## src/rtl/key_sched_pkg.sv

```systemverilog
`default_nettype none
// ============================================================================
//  Module      : key_sched_pkg
//  Description : Shared types, defaults and helpers for key_event_scheduler.
//                The event record is sized for the largest supported key count
//                so one type serves every build of the scheduler.
//  Revision    : 1.0  initial release
// ============================================================================
package key_sched_pkg;

    localparam int DEF_N_KEYS       = 4;
    localparam int DEF_TICK_DIV     = 50000;
    localparam int DEF_STABLE_TICKS = 10;
    localparam int DEF_FIFO_DEPTH   = 4;
    localparam int MAX_N_KEYS       = 8;

    // Width of a key index for a given number of keys (at least one bit).
    function automatic int key_width(input int n_keys);
        return (n_keys > 1) ? $clog2(n_keys) : 1;
    endfunction

    localparam int KEY_W = key_width(MAX_N_KEYS);

    typedef struct packed {
        logic [KEY_W-1:0] key;
        logic             press;
    } key_evt_t;

endpackage
`default_nettype wire

```

## src/rtl/sync_fifo.sv

```systemverilog
`default_nettype none
// ============================================================================
//  Module      : sync_fifo
//  Description : Single-clock FIFO with registered full/empty flags and
//                simultaneous push/pop. DEPTH must be a power of two so the
//                read/write pointers wrap naturally.
//  Revision    : 1.0  initial release
// ============================================================================
module sync_fifo #(
    parameter int WIDTH = 4,
    parameter int DEPTH = 4
) (
    input  logic             clk,
    input  logic             rst,
    input  logic             push,
    input  logic [WIDTH-1:0] push_data,
    input  logic             pop,
    output logic [WIDTH-1:0] pop_data,
    output logic             full,
    output logic             empty
);
    localparam int AW = (DEPTH > 1) ? $clog2(DEPTH) : 1;

    logic [WIDTH-1:0] mem [DEPTH];
    logic [AW-1:0]    wr_ptr;
    logic [AW-1:0]    rd_ptr;
    logic [AW-1:0]    wr_next;
    logic [AW-1:0]    rd_next;
    logic             do_push;
    logic             do_pop;

    // A push into a full FIFO is dropped here; the caller never issues one.
    assign do_push = push && !full;
    assign do_pop  = pop && !empty;
    assign wr_next = wr_ptr + AW'(1);
    assign rd_next = rd_ptr + AW'(1);

    // Storage array: written on accepted push, contents need no reset.
    always_ff @(posedge clk) begin
        if (do_push) begin
            mem[wr_ptr] <= push_data;
        end
    end

    // Pointers and registered occupancy flags.
    always_ff @(posedge clk) begin
        if (rst) begin
            wr_ptr <= '0;
            rd_ptr <= '0;
            full   <= 1'b0;
            empty  <= 1'b1;
        end else begin
            if (do_push) begin
                wr_ptr <= wr_next;
            end
            if (do_pop) begin
                rd_ptr <= rd_next;
            end
            if (do_push && !do_pop) begin
                empty <= 1'b0;
                full  <= (wr_next == rd_ptr);
            end else if (do_pop && !do_push) begin
                full  <= 1'b0;
                empty <= (rd_next == wr_ptr);
            end
        end
    end

    assign pop_data = mem[rd_ptr];

endmodule
`default_nettype wire

```

## src/rtl/key_event_scheduler.sv

```systemverilog
`default_nettype none
// ============================================================================
//  Module      : key_event_scheduler
//  Description : Debounces active-low push-buttons against a shared tick,
//                produces clean active-high levels and serialises press /
//                release events through a round-robin arbiter into a small
//                valid/ready event FIFO. Lost events raise a sticky flag.
//  Revision    : 1.0  initial release
// ============================================================================
module key_event_scheduler
    import key_sched_pkg::*;
#(
    parameter int N_KEYS       = DEF_N_KEYS,
    parameter int TICK_DIV     = DEF_TICK_DIV,
    parameter int STABLE_TICKS = DEF_STABLE_TICKS,
    parameter int FIFO_DEPTH   = DEF_FIFO_DEPTH
) (
    input  logic                      clk,
    input  logic                      rst,
    input  logic [N_KEYS-1:0]         keys_n,
    output logic [N_KEYS-1:0]         key_level,
    output logic                      evt_valid,
    input  logic                      evt_ready,
    output logic [$clog2(N_KEYS)-1:0] evt_key,
    output logic                      evt_press,
    output logic                      overflow,
    input  logic                      clr_overflow
);
    localparam int KW    = $clog2(N_KEYS);
    localparam int CNT_W = $clog2(STABLE_TICKS + 1);
    localparam int DIV_W = (TICK_DIV > 1) ? $clog2(TICK_DIV) : 1;

    localparam logic [DIV_W-1:0] TICK_LAST = DIV_W'(TICK_DIV - 1);
    localparam logic [CNT_W-1:0] CNT_LAST  = CNT_W'(STABLE_TICKS - 1);
    localparam logic [KW:0]      N_WIDE    = (KW + 1)'(N_KEYS);
    localparam logic [KW-1:0]    KEY_LAST  = KW'(N_KEYS - 1);

    logic [N_KEYS-1:0] sync_meta;
    logic [N_KEYS-1:0] sync_out;
    logic [N_KEYS-1:0] pressed;
    logic [DIV_W-1:0]  div_cnt;
    logic              tick;
    logic [CNT_W-1:0]  stable_cnt [N_KEYS];
    logic [N_KEYS-1:0] toggle;
    logic [N_KEYS-1:0] pending;
    logic [N_KEYS-1:0] dir;
    logic [KW-1:0]     ptr;
    logic              grant_valid;
    logic [KW-1:0]     grant_idx;
    logic [N_KEYS-1:0] grant_mask;
    logic [KW:0]       cand;
    logic              overflow_set;
    logic              fifo_full;
    logic              fifo_empty;
    logic              fifo_pop;
    key_evt_t          push_evt;
    key_evt_t          head_evt;
    logic              unused_head_bits;

    // Two-flop synchroniser per key; resets to the released (high) level.
    always_ff @(posedge clk) begin
        if (rst) begin
            sync_meta <= '1;
            sync_out  <= '1;
        end else begin
            sync_meta <= keys_n;
            sync_out  <= sync_meta;
        end
    end

    assign pressed = ~sync_out;

    // Shared prescaler producing a one-cycle tick every TICK_DIV cycles.
    always_ff @(posedge clk) begin
        if (rst) begin
            div_cnt <= '0;
        end else if (tick) begin
            div_cnt <= '0;
        end else begin
            div_cnt <= div_cnt + DIV_W'(1);
        end
    end

    assign tick = (div_cnt == TICK_LAST);

    generate
        for (genvar k = 0; k < N_KEYS; k++) begin : g_key
            // Accept the new level on the tick that completes the stable run.
            assign toggle[k] = tick && (pressed[k] != key_level[k])
                               && (stable_cnt[k] == CNT_LAST);

            // Count ticks of continuous disagreement; any agreement restarts.
            always_ff @(posedge clk) begin
                if (rst) begin
                    stable_cnt[k] <= '0;
                end else if (pressed[k] == key_level[k]) begin
                    stable_cnt[k] <= '0;
                end else if (tick) begin
                    stable_cnt[k] <= toggle[k] ? '0 : stable_cnt[k] + CNT_W'(1);
                end
            end
        end
    endgenerate

    // Round-robin search for the first pending key at or after ptr.
    always_comb begin
        grant_valid = 1'b0;
        grant_idx   = '0;
        grant_mask  = '0;
        cand        = '0;
        if (!fifo_full) begin
            for (int i = 0; i < N_KEYS; i++) begin
                cand = {1'b0, ptr} + (KW + 1)'(i);
                if (cand >= N_WIDE) begin
                    cand = cand - N_WIDE;
                end
                if (!grant_valid && pending[cand[KW-1:0]]) begin
                    grant_valid = 1'b1;
                    grant_idx   = cand[KW-1:0];
                end
            end
        end
        if (grant_valid) begin
            grant_mask[grant_idx] = 1'b1;
        end
    end

    // Rotate the arbitration start point past the key just served.
    always_ff @(posedge clk) begin
        if (rst) begin
            ptr <= '0;
        end else if (grant_valid) begin
            ptr <= (grant_idx == KEY_LAST) ? '0 : grant_idx + KW'(1);
        end
    end

    // Debounced levels, event direction and the pending-event mask.
    // A fresh toggle re-arms pending even on the key being granted.
    always_ff @(posedge clk) begin
        if (rst) begin
            key_level <= '0;
            dir       <= '0;
            pending   <= '0;
        end else begin
            for (int k = 0; k < N_KEYS; k++) begin
                if (toggle[k]) begin
                    key_level[k] <= ~key_level[k];
                    dir[k]       <= ~key_level[k];
                end
            end
            pending <= (pending & ~grant_mask) | toggle;
        end
    end

    // An event is lost only when a toggle lands on a pending key that is not
    // being pushed this same cycle; the granted key's old event is saved.
    assign overflow_set = |(toggle & pending & ~grant_mask);

    // Sticky lost-event flag; a new loss beats a clear in the same cycle.
    always_ff @(posedge clk) begin
        if (rst) begin
            overflow <= 1'b0;
        end else if (overflow_set) begin
            overflow <= 1'b1;
        end else if (clr_overflow) begin
            overflow <= 1'b0;
        end
    end

    assign push_evt.key   = KEY_W'(grant_idx);
    assign push_evt.press = dir[grant_idx];
    assign fifo_pop       = evt_valid && evt_ready;

    sync_fifo #(
        .WIDTH ($bits(key_evt_t)),
        .DEPTH (FIFO_DEPTH)
    ) u_evt_fifo (
        .clk       (clk),
        .rst       (rst),
        .push      (grant_valid),
        .push_data (push_evt),
        .pop       (fifo_pop),
        .pop_data  (head_evt),
        .full      (fifo_full),
        .empty     (fifo_empty)
    );

    // Head fields read as zero whenever no event is presented.
    assign evt_valid        = ~fifo_empty;
    assign evt_key          = evt_valid ? head_evt.key[KW-1:0] : '0;
    assign evt_press        = evt_valid & head_evt.press;
    assign unused_head_bits = ^head_evt.key;

endmodule
`default_nettype wire

```

## config.mk

```make
export PLATFORM = sky130hd
export DESIGN_NAME = key_event_scheduler
export DESIGN_NICKNAME = d
export VERILOG_FILES = /design/src/rtl/key_sched_pkg.sv /design/src/rtl/sync_fifo.sv /design/src/rtl/key_event_scheduler.sv
export SDC_FILE = /design/constraint.sdc
export NUM_CORES = 1
export LEC_CHECK = 0
export CORE_MARGIN = 2
export CORE_UTILIZATION = 25
export CTS_CLUSTER_SIZE = 28
export DETAILED_ROUTE_END_ITERATION = 12
export PLACE_DENSITY_LB_ADDON = 0.12
export SETUP_SLACK_MARGIN = 0.2
export SLEW_MARGIN = 20
export SYNTH_ARGS = -nofsm -noshare
export SYNTH_HDL_FRONTEND = slang
export SYNTH_SLANG_ARGS = --single-unit
export TNS_END_PERCENT = 100
```

## constraint.sdc

```tcl
create_clock -name clk -period 2.71 [get_ports clk]
set_clock_uncertainty 0.15 [all_clocks]
set_input_delay 0.271 -clock clk [delete_from_list [all_inputs] [get_ports clk]]
set_output_delay 0.271 -clock clk [all_outputs]
set_load 0.05 [all_outputs]
```

### Word level (Yosys, flattened, before mapping)

Memories as Yosys holds them, arrays and structs flattened. A register that Yosys moved wholly into a read port is not among the register bits.
Cells that the tools add are included.

| word-level totals | value |
|---|---|
| register bits | 41 |
| memory bits (writable) | 28 |
| input bits | 8 |
| output and inout port bits | 9 |
| word-level logic and storage cells | 190 |
| memories kept | 2 |

Memory list:

| memory | depth | width | rd ports | clocked after memory_dff | wr ports | RTL line | text |
|---|---|---|---|---|---|---|---|
| stable_cnt | 4 | 4 | 4 | 0 | 4 | key_event_scheduler.sv:43 | `logic [CNT_W-1:0] stable_cnt [N_KEYS];` |
| u_evt_fifo.mem | 4 | 3 | 1 | 1 | 1 | sync_fifo.sv:24 | `logic [WIDTH-1:0] mem [DEPTH];` |

| cells by class | value |
|---|---|
| $add $sub $neg | 15 |
| magnitude comparators | 10 |
| equality and inequality tests | 16 |
| mux-type cells | 85 |
| bitwise operators | 20 |
| reduce and logical (&&, ||, !) cells | 28 |

Operator list:

| kind | count |
|---|---|
| 4-bit two-way mux | 13 |
| 1-bit two-way mux | 49 |
| 2-bit two-way mux | 17 |
| 1-bit logical AND | 17 |
| 16-bit by 1-bit adder with 16-bit output (second input constant) | 1 |
| 4-bit by 1-bit adder with 4-bit output (second input constant) | 4 |
| 16-bit == test (second input constant) | 1 |
| 4-bit == test (second input constant) | 4 |
| 2-bit by 3-bit < comparator with 1-bit output (second input constant) | 5 |
| 4-bit bitwise AND | 3 |
| 1-bit binary-select mux with 2-bit select | 5 |
| 3-bit greater-or-equal comparator (second input constant) | 3 |
| 4-bit NOT | 2 |
| 1-bit bitwise OR | 8 |
| 2-bit by 1-bit subtractor with 2-bit output (second input constant) | 4 |
| 1-bit logical NOT | 7 |
| 2-bit by 1-bit adder with 2-bit output (second input constant) | 3 |
| 2-bit by 2-bit adder with 3-bit output (second input constant) | 2 |
| 1-bit NOT | 5 |
| 1-bit == test | 4 |
| 2-bit == test | 2 |
| 1-bit != test | 4 |
| 4-bit bitwise OR | 1 |
| 2-bit nonzero test | 2 |
| other kinds (8) | 8 |

### Longest topological paths before layout

| logic depth | value |
|---|---|
| word-level depth | 28 |
| mapped depth | 10 |

### Cells and area by module

A second synthesis with hierarchy kept.

| unflattened totals | value |
|---|---|
| cells, all modules | 326 |
| area, all modules | 3513.4 um^2 |

Modules (own cells, without submodules):

| module | instances | cells each | area an instance (um^2) | seq. area each (um^2) |
|---|---|---|---|---|
| key_event_scheduler | 1 | 261 | 2524.9 | 1181.1 |
| sync_fifo | 1 | 65 | 988.4 | 640.6 |

### Worst setup path before layout

Ideal clock, no wire load.

| path | value |
|---|---|
| path type | register to register |
| start | register pending[1] |
| end | register overflow |
| setup time | 0.070 ns |
| arrival | 1.945 ns |
| required time | 2.490 ns |
| slack | 0.545 ns |
| cell stages (with the launch flop) | 10 |
| cell sequence | dfxtp_1 > inv_1 > a31oi_2 > o311a_2 > inv_1 > ha_1 > a21o_1 > o22ai_1 > o21ai_0 > a21oi_1 |

| between the ends | value |
|---|---|
| elaborated cells on any way between the ends | 39 |
| those cells by class | order compare: 2; mux: 25; bitwise: 3; reduce/logical: 9 |

RTL lines:

| item | RTL line | text |
|---|---|---|
| start: declaration | key_event_scheduler.sv:45 | `logic [N_KEYS-1:0] pending;` |
| start signal: assignment | key_event_scheduler.sv:151 | `pending <= (pending & ~grant_mask) \| toggle;` |
| 1-bit binary-select mux with 2-bit select | key_event_scheduler.sv:117 | `if (!grant_valid && pending[cand[KW-1:0]]) begin` |
| 1-bit two-way mux (implied by the code) | key_event_scheduler.sv:117 |  |
| 1-bit two-way mux | key_event_scheduler.sv:117 |  |
| 1-bit two-way mux | key_event_scheduler.sv:111 | `if (!fifo_full) begin` |
| 1-bit logical NOT | key_event_scheduler.sv:117 |  |
| 1-bit logical AND | key_event_scheduler.sv:117 |  |
| 1-bit two-way mux | key_event_scheduler.sv:117 |  |
| 1-bit two-way mux | key_event_scheduler.sv:111 |  |
| (+6 left out) | n/a |  |
| 1-bit two-way mux (*) | key_event_scheduler.sv:117 |  |
| 1-bit two-way mux (*) | key_event_scheduler.sv:111 |  |
| net grant_valid | key_event_scheduler.sv:48 | `logic grant_valid;` |
| 4-bit two-way mux (*) | key_event_scheduler.sv:123 | `if (grant_valid) begin` |
| 4-bit NOT (*) | key_event_scheduler.sv:157 | `assign overflow_set = \|(toggle & pending & ~grant_mask);` |
| 4-bit bitwise AND (*) | key_event_scheduler.sv:157 |  |
| 4-bit OR reduction (*) | key_event_scheduler.sv:157 |  |
| 1-bit two-way mux or 2-bit nonzero test (tied branches) | n/a |  |
| end signal: assignment | key_event_scheduler.sv:162 | `overflow <= 1'b0;` |
| end signal: assignment | key_event_scheduler.sv:164 | `overflow <= 1'b1;` |
| end signal: assignment | key_event_scheduler.sv:166 | `overflow <= 1'b0;` |
| end: declaration | key_event_scheduler.sv:26 | `output logic overflow,` |

The timed path passes the listed nets; every way through them passes the cells marked *. The select of a mux whose other input is x is not followed.
A chain may end at the register's enable or synchronous reset.

### Final worst setup path

| path | value |
|---|---|
| start | register pending[1] |
| end | register overflow |

| between the ends | value |
|---|---|
| word-level cells in the longest chain between the ends | 25 |
| elaborated cells on any way between the ends | 39 |
| those cells by class | order compare: 2; mux: 25; bitwise: 3; reduce/logical: 9 |

RTL lines:

| item | RTL line | text |
|---|---|---|
| 1-bit binary-select mux with 2-bit select | key_event_scheduler.sv:117 |  |
| 1-bit two-way mux (implied by the code) | key_event_scheduler.sv:117 |  |
| 1-bit two-way mux | key_event_scheduler.sv:117 |  |
| 1-bit two-way mux | key_event_scheduler.sv:111 |  |
| 1-bit logical NOT | key_event_scheduler.sv:117 |  |
| 1-bit logical AND | key_event_scheduler.sv:117 |  |
| 1-bit two-way mux | key_event_scheduler.sv:117 |  |
| 1-bit two-way mux | key_event_scheduler.sv:111 |  |
| (+8 left out) | n/a |  |
| net grant_idx[1] | key_event_scheduler.sv:49 | `logic [KW-1:0] grant_idx;` |
| (+1 left out) | n/a |  |
| 1-bit logical AND (implied by the code) | key_event_scheduler.sv:124 | `grant_mask[grant_idx] = 1'b1;` |
| 1-bit two-way mux (implied by the code) | key_event_scheduler.sv:124 |  |
| 1-bit demux with 2-bit select (*) | key_event_scheduler.sv:124 |  |
| 4-bit two-way mux (*) | key_event_scheduler.sv:123 |  |
| 4-bit NOT (*) | key_event_scheduler.sv:157 |  |
| 4-bit bitwise AND (*) | key_event_scheduler.sv:157 |  |
| 4-bit OR reduction (*) | key_event_scheduler.sv:157 |  |
| 1-bit two-way mux or 2-bit nonzero test (tied branches) | n/a |  |

Marks and branches as above.

==> flow_summary_export.csv <==
group,metric,value,unit
setup_path,critPathBufInv,1,
cts,holdBufCountCts,0,
synthesis,synthCells,303,
setup_path,cp_slowest_stage_delay,0.45,ns
synthesis,synth_ff_type,"dfxtp_1",
setup_path,worst_setup_path_end_kind,"flop",
setup_path,cp.depth,9,
setup_path,critical-path-top-delay-family,"compound AO/OA/AOI/OAI gates",
hold_path,whs_endpoint,"sync_out[1]",
synthesis,yosys.area.top_type,"dfxtp_1",
global_routing,first_global_vias,2081,
synthesis,synth_seq_area_share,51.6,%
setup_path,reg2reg_depth,9,
sta,max_slew.worst_pin.slew,0.559,ns
place,portBuffers,16,
sta,max_freq,441,MHz
setup_path,crit_chain,"nor4bb_1, o21ai_0, o211ai_2, inv_1, ha_1, a21o_1, o22ai_1, o21ai_0, a21oi_1",
floorplanning,initial_core_util,25.9,%
cts,postCtsSetupBuffers,0,
global_routing,antenna_found_initial,0,
cts,clk_path_buf_depth,2,
setup_path,r2r_end,"overflow",
sta,whs,0.255,ns
synthesis,synth-edff-count,28,
sta,final_hold_viol_count,0,
setup_path,crit_fanout,7,
global_routing,overflow,0,
setup_path,crit_top_cell,"o21ai_0",
routing,dr.pass1.iters,5,
cells_and_area,layout.nets,356,
cts,clk_pin_slew,0.05,ns
synthesis,syn_avg_cell_area,10.9,um^2
synthesis,synth_area_leaders,"dfxtp_1, edfxtp_1, ha_1, nor2_1, xnor2_1",
cts,clock-sinks,71,
synthesis,ys_seq_elements,71,
setup_path,start_kind,"flop",
power,p_leak,1.46,nW
floorplanning,ios,17,
routing,wl,6200,um
power,power_density,580,mW/mm^2
power,ir_worst_vdd,0.000208,V
routing,vias_per_cell,4.16,
cts,tritoncts,"done",
setup_path,worstReg2RegStart,"pending[1]",
setup_path,cp_slowest_cell,"dfxtp_1",
cts,root_buffer,"clkbuf_16",
synthesis,synth_top_cell_area_share,26.1,%
sta,relSlewSlack,62.7,%
routing,postRouteAntennaNets,0,
setup_path,worstPathArrival,2.38,ns
cts,clock_latency,0.32,ns
floorplanning,rows,41,
synthesis,synth_cell_types,42,
power,power,2.30,mW
cts,cts_buffers,9,
sta,report.final.slew_viol_count,0,
global_routing,grt_pass1_wl,10600,um
sta,setup_violations,0,
cells_and_area,antennaDiodeCount,0,
synthesis,synth_nets,329,
routing,wl_per_cell,12.2,um
floorplanning,core_area,0.0127,mm^2
routing,drt-initial-drc-count,70,
floorplanning,die-area,0.0141,mm^2
synthesis,syn-cell-area,0.00330,mm^2
global_routing,gr-usage-all-layers,9.64,%
place,hpwl,4500,um
floorplanning,fp.dieH,119,um
hold_path,min_from,"sync_meta[1]",
sta,setup-tns-final,0,ns
sta,finalCritPeriodShare,83.8,%
sta,rsz0062_at_grt,"no",
place,place_inst,491,
routing,vias,2111,
hold_path,hold_class,"reg2reg",
run_status,run_status,"finished clean",
floorplanning,die_x,119,um
cells_and_area,layout.cells.non_filler,507,
setup_path,crit_type,"reg2reg",
synthesis,ys_warn_count,0,
routing,drc,0,
cells_and_area,areaGrowthSynthToFinish,20.2,%
hold_path,min_path_cells,1,
cts,cts_max_level,3,
cells_and_area,layout-drive-gt1-share,10.7,%
place,place.gp.congestion,0.717,
setup_path,r2r_slack,0.44,ns
setup_path,required,2.82,ns
global_routing,grt_max_degree,21,
cts,cts-resized-gates,3,
place,dp_slack,0.485,ns
sta,min_period,2.27,ns
sta,finalWorstSetupSlack,0.440,ns
synthesis,async_reset_ff_share,0,%
flow_run,max_cap_violations,0,
## Yosys cell counts, types with 8 or more instances
master,instances
xor2_1,17
inv_1,18
xnor2_1,18
and2_1,8
dfxtp_1,43
or2_2,10
a21oi_1,8
ha_1,18
nand2_1,9
nand3_1,14
edfxtp_1,28
nor2_1,48
## cell type report
class / count / area, um^2
Clock inverter: 6 / 51.3
Sequential cell: 71 / 1700
Clock buffer: 10 / 229
Timing Repair Buffer: 20 / 186
Inverter: 18 / 67.6
Fill cell: 1355 / 8760
Tap cell: 172 / 215
Multi-Input combinational cell: 210 / 1510
## metal layers
layer | vias to the layer above | share of wire [%] | GRT usage, %
li1 | 1105 | - | -
met1 | 974 | 51 | 13.1
met2 | 24 | 44 | 14.1
met3 | 8 | 3.0 | 2.87
met4 | 0 | 1.7 | 4.24
met5 | - | 0 | 0
## logic make-up after synthesis
group	Yosys count	share of synthesized area [%]
and+or+nand+nor	119	19.6
DFF	71	51.6
xor gates and xnor gates	35	9.30
AOI/OAI and AO/OA	29	6.26
buffers and inverters	22	2.54
adders and majority gates	18	6.83
muxes	9	3.87
## placed cells by master, fill, tap and decap left out, types with 3 or more instances in the layout
cell type        netlist  layout
nor2_1                48      48
dfxtp_1               43      43
edfxtp_1              28      28
inv_1                 18      18
xnor2_1               18      18
ha_1                  18      18
xor2_1                17      17
nand3_1               14      14
clkdlybuf4s50_1        0      13
or2_2                 10      10
nand2_1                9       9
clkbuf_16              0       9
a21oi_1                8       8
and2_1                 8       8
mux2i_1                6       6
and3_1                 6       6
a21o_1                 4       4
buf_4                  0       4
o22ai_1                3       3
o21ai_0                3       3
nand2b_1               3       3
nand3b_1               3       3
mux4_2                 3       3
clkinv_1               0       3
dlygate4sd2_1          0       3
## flip-flops by register name (all words and copies together) (netlist names), 2 cells and up, named ones only
register and cells:
sync_meta 4, sync_out 4, u_evt_fifo.wr_ptr 2, stable_cnt 16, key_level 3, div_cnt 16, pending 4, ptr 2
u_evt_fifo.mem 12, u_evt_fifo.rd_ptr 2
## power by group
part	switching [mW]	internal (mW)	total (mW)
sequential	0.0109	1.12	1.13
combinational	0.0235	0.0250	0.0485
clock	0.421	0.699	1.12
## through the flow
step           cell area, um^2  util, %
4_1_cts                   3960     31.1
6_report                  3960     31.1
2_1_floorplan             3300        -
3_3_place_gp              3680     29.0
5_1_grt                   3960     31.1
3_5_place_dp              3680     29.0
## worst max path at each step
stage	start	endpoint	slack, ns
floorplan	pending[1]	overflow	0.54
CTS	flop	evt_key[0]	0.43
finish	pending[1]	overflow	0.44
global route	pending[1]	overflow	0.21
global placement	pending[3]	overflow	0.47
detailed placement	pending[1]	overflow	0.48
Power figures use the tool's default switching activity.
==> RTL edit, RTL diff (config.mk and constraints unchanged) <==
The package constant `DEF_TICK_DIV` goes from 50000 to 200000.
--- a/src/rtl/key_sched_pkg.sv
+++ b/src/rtl/key_sched_pkg.sv
@@ -11,3 +11,3 @@
     localparam int DEF_N_KEYS       = 4;
-    localparam int DEF_TICK_DIV     = 50000;
+    localparam int DEF_TICK_DIV     = 200000;
     localparam int DEF_STABLE_TICKS = 10;
Behaviour: same outputs for any inputs over 10 cycles, from zero or initial values and one cycle with rst high; that may be too few to reach the edited logic, so the function may still have changed.
==> RTL edit against the unedited design <==
  * Synthesized area is 4.6% higher
  * Largest cell class unchanged
  * Sequential cell count is 2 higher
  * Power is 4.1% higher
  * Wire length is 8.9% higher
  * Worst setup slack worse by 110 ps
  * Design area is 5.9% higher
  * Critical path type unchanged
  * Highest routed layer unchanged
==> RTL edit: results (changes against the unedited design) <==
result of the run finished clean; clock distribution area overhead in the final layout 7.10% (+0.023 points); Die Footprint 14700 um2 (+4.5%); biggest registers after layout div_cnt x18, stable_cnt x16, u_evt_fifo.mem x12; detailed placement HPWL 4960 um (+10%); top cells by area in the synthesized netlist sky130_fd_sc_hd__dfxtp_1 (26%), sky130_fd_sc_hd__edfxtp_1 (24%), sky130_fd_sc_hd__ha_1 (6.5%); Storage cell area 1740 um2 (+2.4%); hold path cells 1 (unchanged); Most used DFF post-synth sky130_fd_sc_hd__dfxtp_1; final estimated routing congestion in global placement 0.717 (about the same); maximum ir drop on the vdd rail 0.224 mV (+7.5%); layout clock buffer count 11 (+1); Inverters, non-clock 20 (+2); instance area after placement 3880 um2 (+5.3%); Worst R2R Start pending[0]; area of combinational cells with multiple inputs 1610 um2 (+6.4%); library cells used by synthesis 43 (+2.4%); sequential fraction of the synthesis area 50.5% (-1.1 points); worst hold path startpoint sync_meta[2]; biggest cell delay along the critical path 450 ps (about the same); maximum number of pins on one net before global-route repair 17 (-19%); overall via count from detail_route 2362 (+12%); number of global-route vias before repair 2333 (+12%); static leakage power 1.51 nW (+3.3%); power share of the clock group 49.3% (+0.6 points); post-layout util 31.4% (+0.29 points); relative max-transition margin 65.7% (+3.0 points); setup slack on the worst flop-to-flop path 330 ps (-110 ps); fill cell total of the finished layout 1400 (+3.3%); number of cells in the design after placement 526 (+7.1%); number of detailed-routing iterations run before antenna repair 4 (-1); flop and latch count out of synthesis 73 (+2.8%); worst-case hold slack 257 ps (+1.97 ps); DP Worst Slack 94.6 ps (-390 ps); TNS Setup 0 ps (unchanged); switch share 20.2% (+0.43 points); Largest Pwr Group the clock network; nets 389 (+9.3%); gr usage total 10.1% (+0.42 points); Multi-Input Combinational 230 (+9.5%); fraction of area in non-clock buffers 6.05% (+1.3 points); detailed router's first-iteration violation count 113 (+61%); synthesized instance count 330 (+8.9%); buffers inserted by post-CTS timing repair 0 (unchanged); clock period minus final worst setup slack 2380 ps (+114 ps); Detailed Route WL 6750 um (+8.9%); worst min path class flip-flop to flip-flop; count of buffers not belonging to the clock network in the layout 29 (+45%); R2R depth 11 (+2); fraction of final layout cells sized beyond drive strength 1 13.6% (+2.8 points); worst min-delay path endpoint sync_out[2]; ranking of synthesized cells by instance count sky130_fd_sc_hd__nor2_1 (56), sky130_fd_sc_hd__dfxtp_1 (45), sky130_fd_sc_hd__edfxtp_1 (28), sky130_fd_sc_hd__xnor2_1 (23), sky130_fd_sc_hd__inv_1 (20); Wirelength per Cell 12.4 um (+1.5%); Synthesized Nets 356 (+8.2%); signal arrival time at the worst endpoint 2450 ps (+70 ps); clock-pin slew on the worst setup and hold paths 60 ps; wire length of the first global-routing pass 11400 um (+7.2%); switching power summed over all nets 0.000485 W (+6.3%)
==> RTL edit: cell count changes after synthesis, sizes merged, moves of 4 or more <==
cell | unedited run | this run
nor2 | 48 | 56
and3 | 6 | 2
or4b | 0 | 4
xnor2 | 18 | 23
nand2 | 9 | 18
nor3 | 1 | 7
a21o | 4 | 0
==> RTL edit: metal layers <==
metal | wire (um) | part of all wire, % | GRT usage, %
met4 | 112 | 1.7 | 4.38
met3 | 184 | 2.7 | 3.57
met2 | 3000 | 45 | 15.1
met1 | 3450 | 51 | 13.0
met5 | 0 | 0 | 0
==> RTL edit: cells by family after synthesis <==
group                      count (synthesis)  synth area share [%]
and+or+nand+nor                          142                  22.3
adders and majority gates                 18                  6.53
muxes                                      9                  3.70
buffers and inverters                     27                  3.23
AOI/OAI and AO/OA                         24                  4.35
xor gates and xnor gates                  37                  9.40
DFF                                       73                  50.5
